## src/rtl/argmax_fix3.sv

```systemverilog
// argmax_fix3 -- sequential argmax over NUM_CLASSES signed class scores.
// A start pulse launches a scan that walks out_idx from 0 to NUM_CLASSES-1,
// sampling the upstream score out_val each cycle. The winning index (lowest
// index on ties) is presented on digit with valid held high until the next
// accepted start or reset.
// Optional feature macro: ARGMAX_MARGIN_EN -- when defined, the runner-up score
// is tracked and margin = winner - runner-up; when undefined, margin is 0.
//
// Handshake: start is a single-cycle request honoured only in IDLE or DONE
// (ignored while busy); valid is a level that stays high for as long as the
// result on digit/margin is complete and stable.
module argmax_fix3 #(
    parameter int DATA_WIDTH  = 3,
    parameter int NUM_CLASSES = 10
) (
    input  logic                         clk,
    input  logic                         rst,
    input  logic                         start,
    output logic [3:0]                   out_idx,
    input  logic signed [DATA_WIDTH-1:0] out_val,
    output logic                         busy,
    output logic                         valid,
    output logic [3:0]                   digit,
    output logic [DATA_WIDTH:0]          margin,
    output logic [1:0]                   dbg_state_o
);

    typedef enum logic [1:0] {
        IDLE = 2'd0,
        SCAN = 2'd1,
        DONE = 2'd2
    } state_t;

    // Seed for max/second: no score can be below this, so the first sample wins.
    localparam logic signed [DATA_WIDTH-1:0] MOST_NEG = {1'b1, {(DATA_WIDTH-1){1'b0}}};
    localparam logic [3:0] LAST_IDX = 4'(NUM_CLASSES - 1);

    state_t                        state_q, state_d;
    logic [3:0]                    idx_q, idx_d;
    logic signed [DATA_WIDTH-1:0]  max_q, max_d;
    logic [3:0]                    digit_q, digit_d;
`ifdef ARGMAX_MARGIN_EN
    logic signed [DATA_WIDTH-1:0]  second_q, second_d;
    logic [DATA_WIDTH:0]           diff;
`endif

    // State and datapath registers with asynchronous reset.
    always_ff @(posedge clk or posedge rst) begin
        if (rst) begin
            state_q  <= IDLE;
            idx_q    <= 4'd0;
            max_q    <= MOST_NEG;
            digit_q  <= 4'd0;
`ifdef ARGMAX_MARGIN_EN
            second_q <= MOST_NEG;
`endif
        end else begin
            state_q  <= state_d;
            idx_q    <= idx_d;
            max_q    <= max_d;
            digit_q  <= digit_d;
`ifdef ARGMAX_MARGIN_EN
            second_q <= second_d;
`endif
        end
    end

    // Next-state and running top-score update.
    always_comb begin
        state_d  = state_q;
        idx_d    = idx_q;
        max_d    = max_q;
        digit_d  = digit_q;
`ifdef ARGMAX_MARGIN_EN
        second_d = second_q;
`endif
        case (state_q)
            IDLE, DONE: begin
                if (start) begin
                    state_d  = SCAN;
                    idx_d    = 4'd0;
                    max_d    = MOST_NEG;
                    digit_d  = 4'd0;
`ifdef ARGMAX_MARGIN_EN
                    second_d = MOST_NEG;
`endif
                end
            end
            SCAN: begin
                // Strict compare keeps the lowest index on ties; an equal score
                // drops to the runner-up slot, which gives a zero margin.
                if (out_val > max_q) begin
`ifdef ARGMAX_MARGIN_EN
                    second_d = max_q;
`endif
                    max_d    = out_val;
                    digit_d  = idx_q;
                end
`ifdef ARGMAX_MARGIN_EN
                else if (out_val > second_q) begin
                    second_d = out_val;
                end
`endif
                // idx wraps back to 0 on the last sample so it never leaves range.
                if (idx_q == LAST_IDX) begin
                    state_d = DONE;
                    idx_d   = 4'd0;
                end else begin
                    idx_d   = idx_q + 4'd1;
                end
            end
            default: state_d = IDLE;
        endcase
    end

`ifdef ARGMAX_MARGIN_EN
    // One extra bit of width holds the full winner-minus-runner-up range.
    always_comb begin
        diff = {max_q[DATA_WIDTH-1], max_q} - {second_q[DATA_WIDTH-1], second_q};
    end
    assign margin = (state_q == DONE) ? diff : '0;
`else
    assign margin = '0;
`endif

    assign out_idx     = (state_q == SCAN) ? idx_q : 4'd0;
    assign busy        = (state_q == SCAN);
    assign valid       = (state_q == DONE);
    assign digit       = digit_q;
    assign dbg_state_o = state_q;

endmodule

```

## config.mk

```make
export PLATFORM = sky130hd
export DESIGN_NAME = argmax_fix3
export DESIGN_NICKNAME = d
export VERILOG_FILES = /design/src/rtl/argmax_fix3.sv
export SDC_FILE = /design/constraint.sdc
export NUM_CORES = 1
export LEC_CHECK = 0
export ABC_AREA = 1
export BUFFER_PORTS_ARGS = -buffer_cell sky130_fd_sc_hd__buf_2
export CORE_UTILIZATION = 44
export CTS_BUF_LIST = sky130_fd_sc_hd__clkbuf_16
export CTS_CLUSTER_DIAMETER = 60
export DETAILED_ROUTE_END_ITERATION = 12
export PLACE_DENSITY = 0.77
export SLEW_MARGIN = 20
export SYNTH_ARGS = -nofsm -noshare
export SYNTH_HDL_FRONTEND = slang
export SYNTH_SLANG_ARGS = --single-unit
```

## constraint.sdc

```tcl
create_clock -name clk -period 1.3 [get_ports clk]
set_input_delay 0.13 -clock clk [delete_from_list [all_inputs] [get_ports clk]]
set_output_delay 0.13 -clock clk [all_outputs]
set_load 0.005 [all_outputs]
```

# Yosys cells after proc, flatten, opt, wreduce, memory -nomap -nowiden
# Index checks and enable logic that the tools add are counted.
# classes
order_cmp,1
n_reduce_logical,6
eq_ne,6
muxes,12
n_addsub,1
# ops
op,n
two-way mux 4 bit,4
case mux 4 bit (2 select lines),2
two-way mux 3 bit,2
case mux 3 bit (2 select lines),1
"adder 4 x 1 -> 4 bit, second input constant",1
"equality test 4 bit, second input constant",1
two-way mux 2 bit,2
"!= test 2 x 1 -> 1 bit, second input constant",2
case mux 2 bit (2 select lines),1
AND reduction 2 bit,2
> comparator 3 bit,1
AND reduction 3 bit,1
"equality test 2 x 1 -> 1 bit, second input constant",1
"equality test 2 bit, second input constant",1
zero test 2 bit,1
"!= test 2 bit, second input constant",1
nonzero test 2 bit,1
OR reduction 2 bit,1
# totals
reg_bits,13
elab_cells,30
in_bits,6
out_inout_bits,16

# Longest topological paths before layout
# Gate-level depths: netlist (run 1).
# depth
word_depth,4
ltp_mapped,11
depth_no_buf,11

# Worst setup path before layout (run 1)
# OpenSTA, ideal clock, no wires.
# synth_path
path_type,reg-to-reg
from,reg max_q[2]
to,reg digit_q[1] (netlist: digit[1])
required_ns,1.184
path_buffers,0
t_arrival_ns,1.252
stages_incl_launch_ff,11
setup_slack_ns,-0.069
period_less_slack_ns,1.369
setup_ns,0.116
cell_sequence,dfstp_2 inv_1 ha_1 nor2_1 nand2_1 nand2_1 nand2_1 nand2_2 nand2_4 nand2_1 nand2_1
# synth_between
elab_chain_len,3
# synth_rtl
element,line_no,source
from (decl),40,"logic signed [DATA_WIDTH-1:0] max_q, max_d;"
from (signal assigned),60,max_q <= max_d;
> comparator 3 bit,92,if (out_val > max_q) begin
!= test 2 x 1 -> 1 bit (no source line),--,
AND reduction 3 bit (no source line),--,
to (signal assigned),61,digit_q <= digit_d;
to (decl),41,"logic [3:0] digit_q, digit_d;"
# No other way between the ends.
# A chain may end at the register's enable or synchronous reset.

# Worst setup path after layout (run 1)
# layout_path
from,reg max_q[2]
to,reg max_q[1]
# layout_between
elab_chain_len,3
# layout_rtl
element,line_no
> comparator 3 bit,92
!= test 2 x 1 -> 1 bit (no source line),--
AND reduction 3 bit (no source line),--
# No other way between the ends.

==> metrics.yaml, run 1 <==
via_per_inst: 4.84
final_cell_area_um2: 1030
dieArea_um2: 1900
nFillCells: 141
synth-async-reset-ratio_pct: 100
cpPeakStageDelay_ns: 0.53
cts.sink_count: 13
fin_skew_ns: 0.00315
dp_hpwl_mm: 1.03
layout-drive-gt1-share_pct: 36.3
path_buf_inv: 3
fin_crit_ns: 1.46
nets: 136
num_rows: 14
r2r-start: "max_q[2]"
area_growth_pct: 34.8
wl_per_cell_um: 10.7
min_period_over_period_pct: 112
antennaDiodeCount: 0
firstDrtPassIters: 4
synth_area_um2: 762
worst_path_most_repeated_cell: "inv_2"
p_leak_uw: 0.000576
clockBufferDepth: 2
die_x_um: 43.6
ys_top_cells_by_area: "dfrtp_1 39%, nand2_1 13%, ha_1 8.2%, inv_1 7.4%, nand3_1 6.6%"
drc: 0
worstSetupPathType: "reg2reg"
cts_buffers: 3
crit_chain: "inv_2 -> ha_4 -> inv_2 -> a21oi_2 -> nand2_4 -> buf_6 -> nand3_2 -> nand2_1"
insertion_delay_ns: 0.24
die_h_um: 43.6
crit_arrival_ns: 1.59
p_per_area_nw_per_um2: 2630
post-synth-top-count-cell: "nand2_1"
antenna_found_initial: 0
max_freq_mhz: 686
core_um2: 1560
ios: 22
grt_overflow_total: 0
rsz0062_at_grt: "true"
synth_cells: 97
status: "finished, violations left"
antenna_left: 0
synth_ff_type: "dfrtp_1"
grt_max_degree: 14
synth_top_area_share_pct: 39.4
critPathLaunch: "max_q[2]"
dp_cells: 130
cts_tree: "yes"
globalplace.congestion: 0.780
stdcell_count: 140
hold_path_class: "in2reg"
yosys_register_bits: 13
violations: "setup timing"
yosysTopAreaCell: "dfrtp_1"
setup_violations: 7
yosysWarnings: 0
start_util_pct: 48.9
critPathMaxFanout: 8
placed_area_um2: 862
synth_commonest_cells: "26 x nand2_1, 15 x inv_1, 12 x dfrtp_1"
place_ws_ns: -0.139
crit_family: "flip-flops"
cts_root_buf: "clkbuf_16"
drtIter0Drc: 14
num_vias: 678
max-vdd-ir-drop_v: 0.00125
grt_usage_pct: 17.9
worst_path_max_delay_cell: "dfstp_2"
routed_wl_mm: 1.50
ys_types: 19
worst_setup_path_end_kind: "flip-flop"
slew_viol_final: 0
min_from: "start"
fin_ws_ns: -0.159
synth_edf_count: 0
htree_levels: 1
syn_area_per_cell_um2: 7.86
grt_pass1_vias: 612
cp-start-kind: "flip-flop"
clkSlewWorstSetupHoldPaths_ns: 0.04
cap_violations: 0
portBuffers: 17
hold_violations: 0
grt_pass1_wl_mm: 2.43
synth_seq_area_share_pct: 42.9
cp.required_ns: 1.43
sequential cells by signal (all words and copies together) (netlist names):
name         cells
digit            4
idx_q            4
max_q            3
dbg_state_o      2
metal layers:
metal	track usage [%]	vias up	part of all wire [%]
li1	-	347	-
met1	22.2	316	44
met2	26.3	11	50
met3	6.67	4	4.9
met4	11.3	0	1.7
met5	0	-	0
per-stage QoR:
stage          power, µW  hold slack, ns  util, %  TNS, ns
6_report            2700          0.0889     65.9    -1.01
5_1_grt             2930          0.0984     65.9    -1.63
2_1_floorplan       1550         0.00624        -   -0.291
3_3_place_gp        1820           0.169     55.3   -0.721
3_5_place_dp        1850           0.173     55.3   -0.907
4_1_cts             2480          0.0874     61.8   -0.721
where the power goes:
part | switching (µW) | internal, µW
clock network | 153 | 404
registers | 114 | 604
logic | 795 | 629
total | 1060 | 1640
final timing paths:
check,endpoint,slack [ns],cells after the start
setup / recovery,max_q[1],-0.16,8
hold / removal,dbg_state_o[1],0.09,2
setup reg to reg,max_q[1],-0.16,8
hold reg to reg,max_q[2],0.49,2
max in group asynchronous,max_q[2],0.51,3
min in group asynchronous,dbg_state_o[0],0.45,3
what timing repair did:
| item | 4_1_cts | 5_1_grt |
|---|---|---|
| setup endpoints to repair | 7 | 14 |
| hold endpoints to repair | 12 | 0 |
| hold buffers | 1 | 0 |
| setup buffers | 0 | 5 |
| pin swaps | 5 | 8 |
| gates resized for setup | 4 | 8 |
kinds of logic after synthesis:
| group | count (synthesis) | synth area share, % |
|---|---|---|
| AND/OR/NAND/NOR | 50 | 28.4 |
| other | 1 | 0.492 |
| buffers and inverters | 21 | 14.1 |
| adder cells (fa/ha/maj) | 5 | 8.21 |
| AO/OA/AOI/OAI | 6 | 4.76 |
| XOR/XNOR | 1 | 1.15 |
| flip-flops | 13 | 42.9 |
layout by cell type, fill, tap and decap left out, drive strengths merged, types with 2 or more instances in the layout:
| cell type | count |
|---|---|
| nand2 | 29 |
| o21ai | 2 |
| o22ai | 2 |
| clkbuf | 3 |
| buf | 25 |
| conb | 4 |
| dfrtp | 12 |
| inv | 16 |
| a21oi | 2 |
| nor2 | 9 |
| ha | 5 |
| nand3 | 10 |
cell type report:
type	instances	area (µm²)	share of cell area, %
timing repair buffer	26	159	15.5
tap	16	20.0	1.95
clock buffer	3	75.1	7.31
clock inverter	1	3.75	0.365
inverter	15	56.3	5.48
sequential	13	327	31.8
multi-input combinational	66	387	37.6
Note: power is estimated with default switching activity, not from simulation.
==> run 2, diff against run 1 <==
--- a/config.mk
+++ b/config.mk
@@ -7,6 +7,7 @@
 export LEC_CHECK = 0
 export ABC_AREA = 1
 export BUFFER_PORTS_ARGS = -buffer_cell sky130_fd_sc_hd__buf_2
+export CORE_MARGIN = 1.5
 export CORE_UTILIZATION = 44
 export CTS_BUF_LIST = sky130_fd_sc_hd__clkbuf_16
 export CTS_CLUSTER_DIAMETER = 60
==> run 2 against run 1 <==
The run still ends with setup timing left. Wire length is 0.93% higher. Largest power group unchanged. Critical endpoint is now digit[3]. Combinational power is 11% lower. Core utilization is 2.6 points lower. Cell count is 2.9% lower. Sequential share of layout area is 1.3 points higher. Critical path depth is 2 higher. Die area is 4.6% higher. Maximum frequency is 1.9% higher. Sequential power hardly changed. Critical path type unchanged. Power is 5.4% lower. Clock skew hardly changed. Worst setup slack better by 0.027 ns.
==> metrics.yaml, run 2 (synthesized netlist as in run 1, its figures left out) <==
drtIter0Drc: 9
holdWs_ns: 0.0889
firstDrtPassIters: 4
core_um2: 1560
final_cell_area_um2: 986
globalplace.congestion: 0.777
hold_path_class: "in2reg"
p_leak_uw: 0.000555
nFillCells: 136
min_from: "start"
via_per_inst: 4.81
r2r-start: "max_q[2]"
insertion_delay_ns: 0.24
area_growth_pct: 29.4
worstSetupPathType: "reg2reg"
crit_arrival_ns: 1.56
grt_pass1_vias: 614
grt_max_degree: 14
slew_viol_final: 0
mostFrequentLayoutCells: "23 x nand2_1, 17 x buf_2, 14 x inv_1, 12 x dfrtp_1, 10 x nand3_1"
die_h_um: 44.6
utilization_pct: 63.2
wl_per_cell_um: 11.1
p_total_uw: 2550
dp_hpwl_mm: 1.09
max_freq_mhz: 698
max-vdd-ir-drop_v: 0.00150
crit_chain: "inv_2 -> ha_4 -> nor2_1 -> nand2_1 -> nand2_1 -> nand2_2 -> nand2_4 -> nand2_4 -> nand2_1 -> nand2_1"
cpPeakStageDelay_ns: 0.53
cp.required_ns: 1.43
htree_levels: 1
num_vias: 654
antenna_found_initial: 0
crit_family: "simple AND/OR/NAND/NOR gates"
fin_skew_ns: 0.00295
worst_setup_path_end_kind: "flip-flop"
start_util_pct: 48.9
antennaDiodeCount: 0
hold_violations: 0
grt_overflow_total: 0
worst_slew_pin_slew_ns: 0.510
cts_root_buf: "clkbuf_16"
die_x_um: 44.6
r2r_end: "digit[3]"
antenna_left: 0
layout_commonest_cell: "nand2_1"
p_per_area_nw_per_um2: 2590
fin_ws_ns: -0.132
rr_worst_depth: 10
cts.sink_count: 13
grt_usage_pct: 17.8
critPathLaunch: "max_q[2]"
ios: 22
cts_tree: "yes"
min_period_over_period_pct: 110
setup_violations: 7
layout-drive-gt1-share_pct: 30.0
clockBufferDepth: 2
cap_violations: 0
status: "finished, violations left"
routed_wl_mm: 1.51
hold-path-endpoint: "dbg_state_o[1]"
grt_pass1_wl_mm: 2.50
rsz0062_at_grt: "true"
path_buf_inv: 1
critPathMaxFanout: 8
fin_crit_ns: 1.43
dieArea_um2: 1990
maxSlewHeadroom_pct: 66.0
portBuffers: 17
drc: 0
worst_path_max_delay_cell: "dfstp_2"
cts_buffers: 3
clkSlewWorstSetupHoldPaths_ns: 0.04
min_path_cells: 2
worst_path_most_repeated_cell: "nand2_1"
nets: 132
placed_area_um2: 862
r2r_slack_ns: -0.13
cp-start-kind: "flip-flop"
num_rows: 14
violations: "setup timing"
## run 2: worst max path at each step
stage / to / cells past startpoint
after floorplan: digit[3] / 10
after global placement: digit[3] / 10
after detailed placement: digit[3] / 10
after CTS: digit[3] / 10
after global routing: digit[1] / 10
final: digit[3] / 10
## run 2: worst reg2reg max path, cell delays in order (launching register included)
cell	delay (ns)
dfstp_2	0.53
inv_2	0.04
ha_4	0.14
nor2_1	0.09
nand2_1	0.05
nand2_1	0.08
nand2_2	0.07
nand2_4	0.10
nand2_4	0.09
nand2_1	0.07
nand2_1	0.05
## run 2: per-stage QoR
stage / std cells / worst slack (ns) / TNS [ns]
floorplan: 100 / -0.0468 / -0.291
global placement: 130 / -0.116 / -0.754
detailed placement: 130 / -0.146 / -0.909
CTS: 135 / -0.117 / -0.765
global route: 136 / -0.190 / -1.40
finish: 136 / -0.132 / -0.812
## run 2: final cells by class
cell class,instances,area (µm²),area share [%]
multi-input cells,66,379,38.5
clock buffers,3,75.1,7.61
inverters,15,56.3,5.71
clock inverters,1,3.75,0.381
repair buffers,22,125,12.7
well taps,16,20.0,2.03
flip-flops and latches,13,327,33.1
## run 2: timing repair
item	4_1_cts	5_1_grt
pin swaps	4	7
hold endpoints to repair	12	0
hold buffers	1	0
setup endpoints to repair	7	14
gates cloned	0	0
resized for setup	4	3
setup buffers	0	1
## run 2: power breakdown
| group | leakage, µW | internal (µW) | total (µW) | switching (µW) |
|---|---|---|---|---|
| clock | 0.0000423 | 404 | 563 | 158 |
| combinational | 0.000351 | 519 | 1270 | 755 |
| sequential | 0.000161 | 604 | 716 | 113 |
| total | 0.000555 | 1530 | 2550 | 1030 |
## run 2: per-layer routing
layer | global-route usage [%] | routed length (µm) | vias up
met1 | 20.7 | 620 | 295
met5 | 0 | 0 | -
met3 | 4.90 | 64 | 6
met4 | 9.09 | 31 | 0
li1 | - | - | 337
met2 | 29.6 | 796 | 16
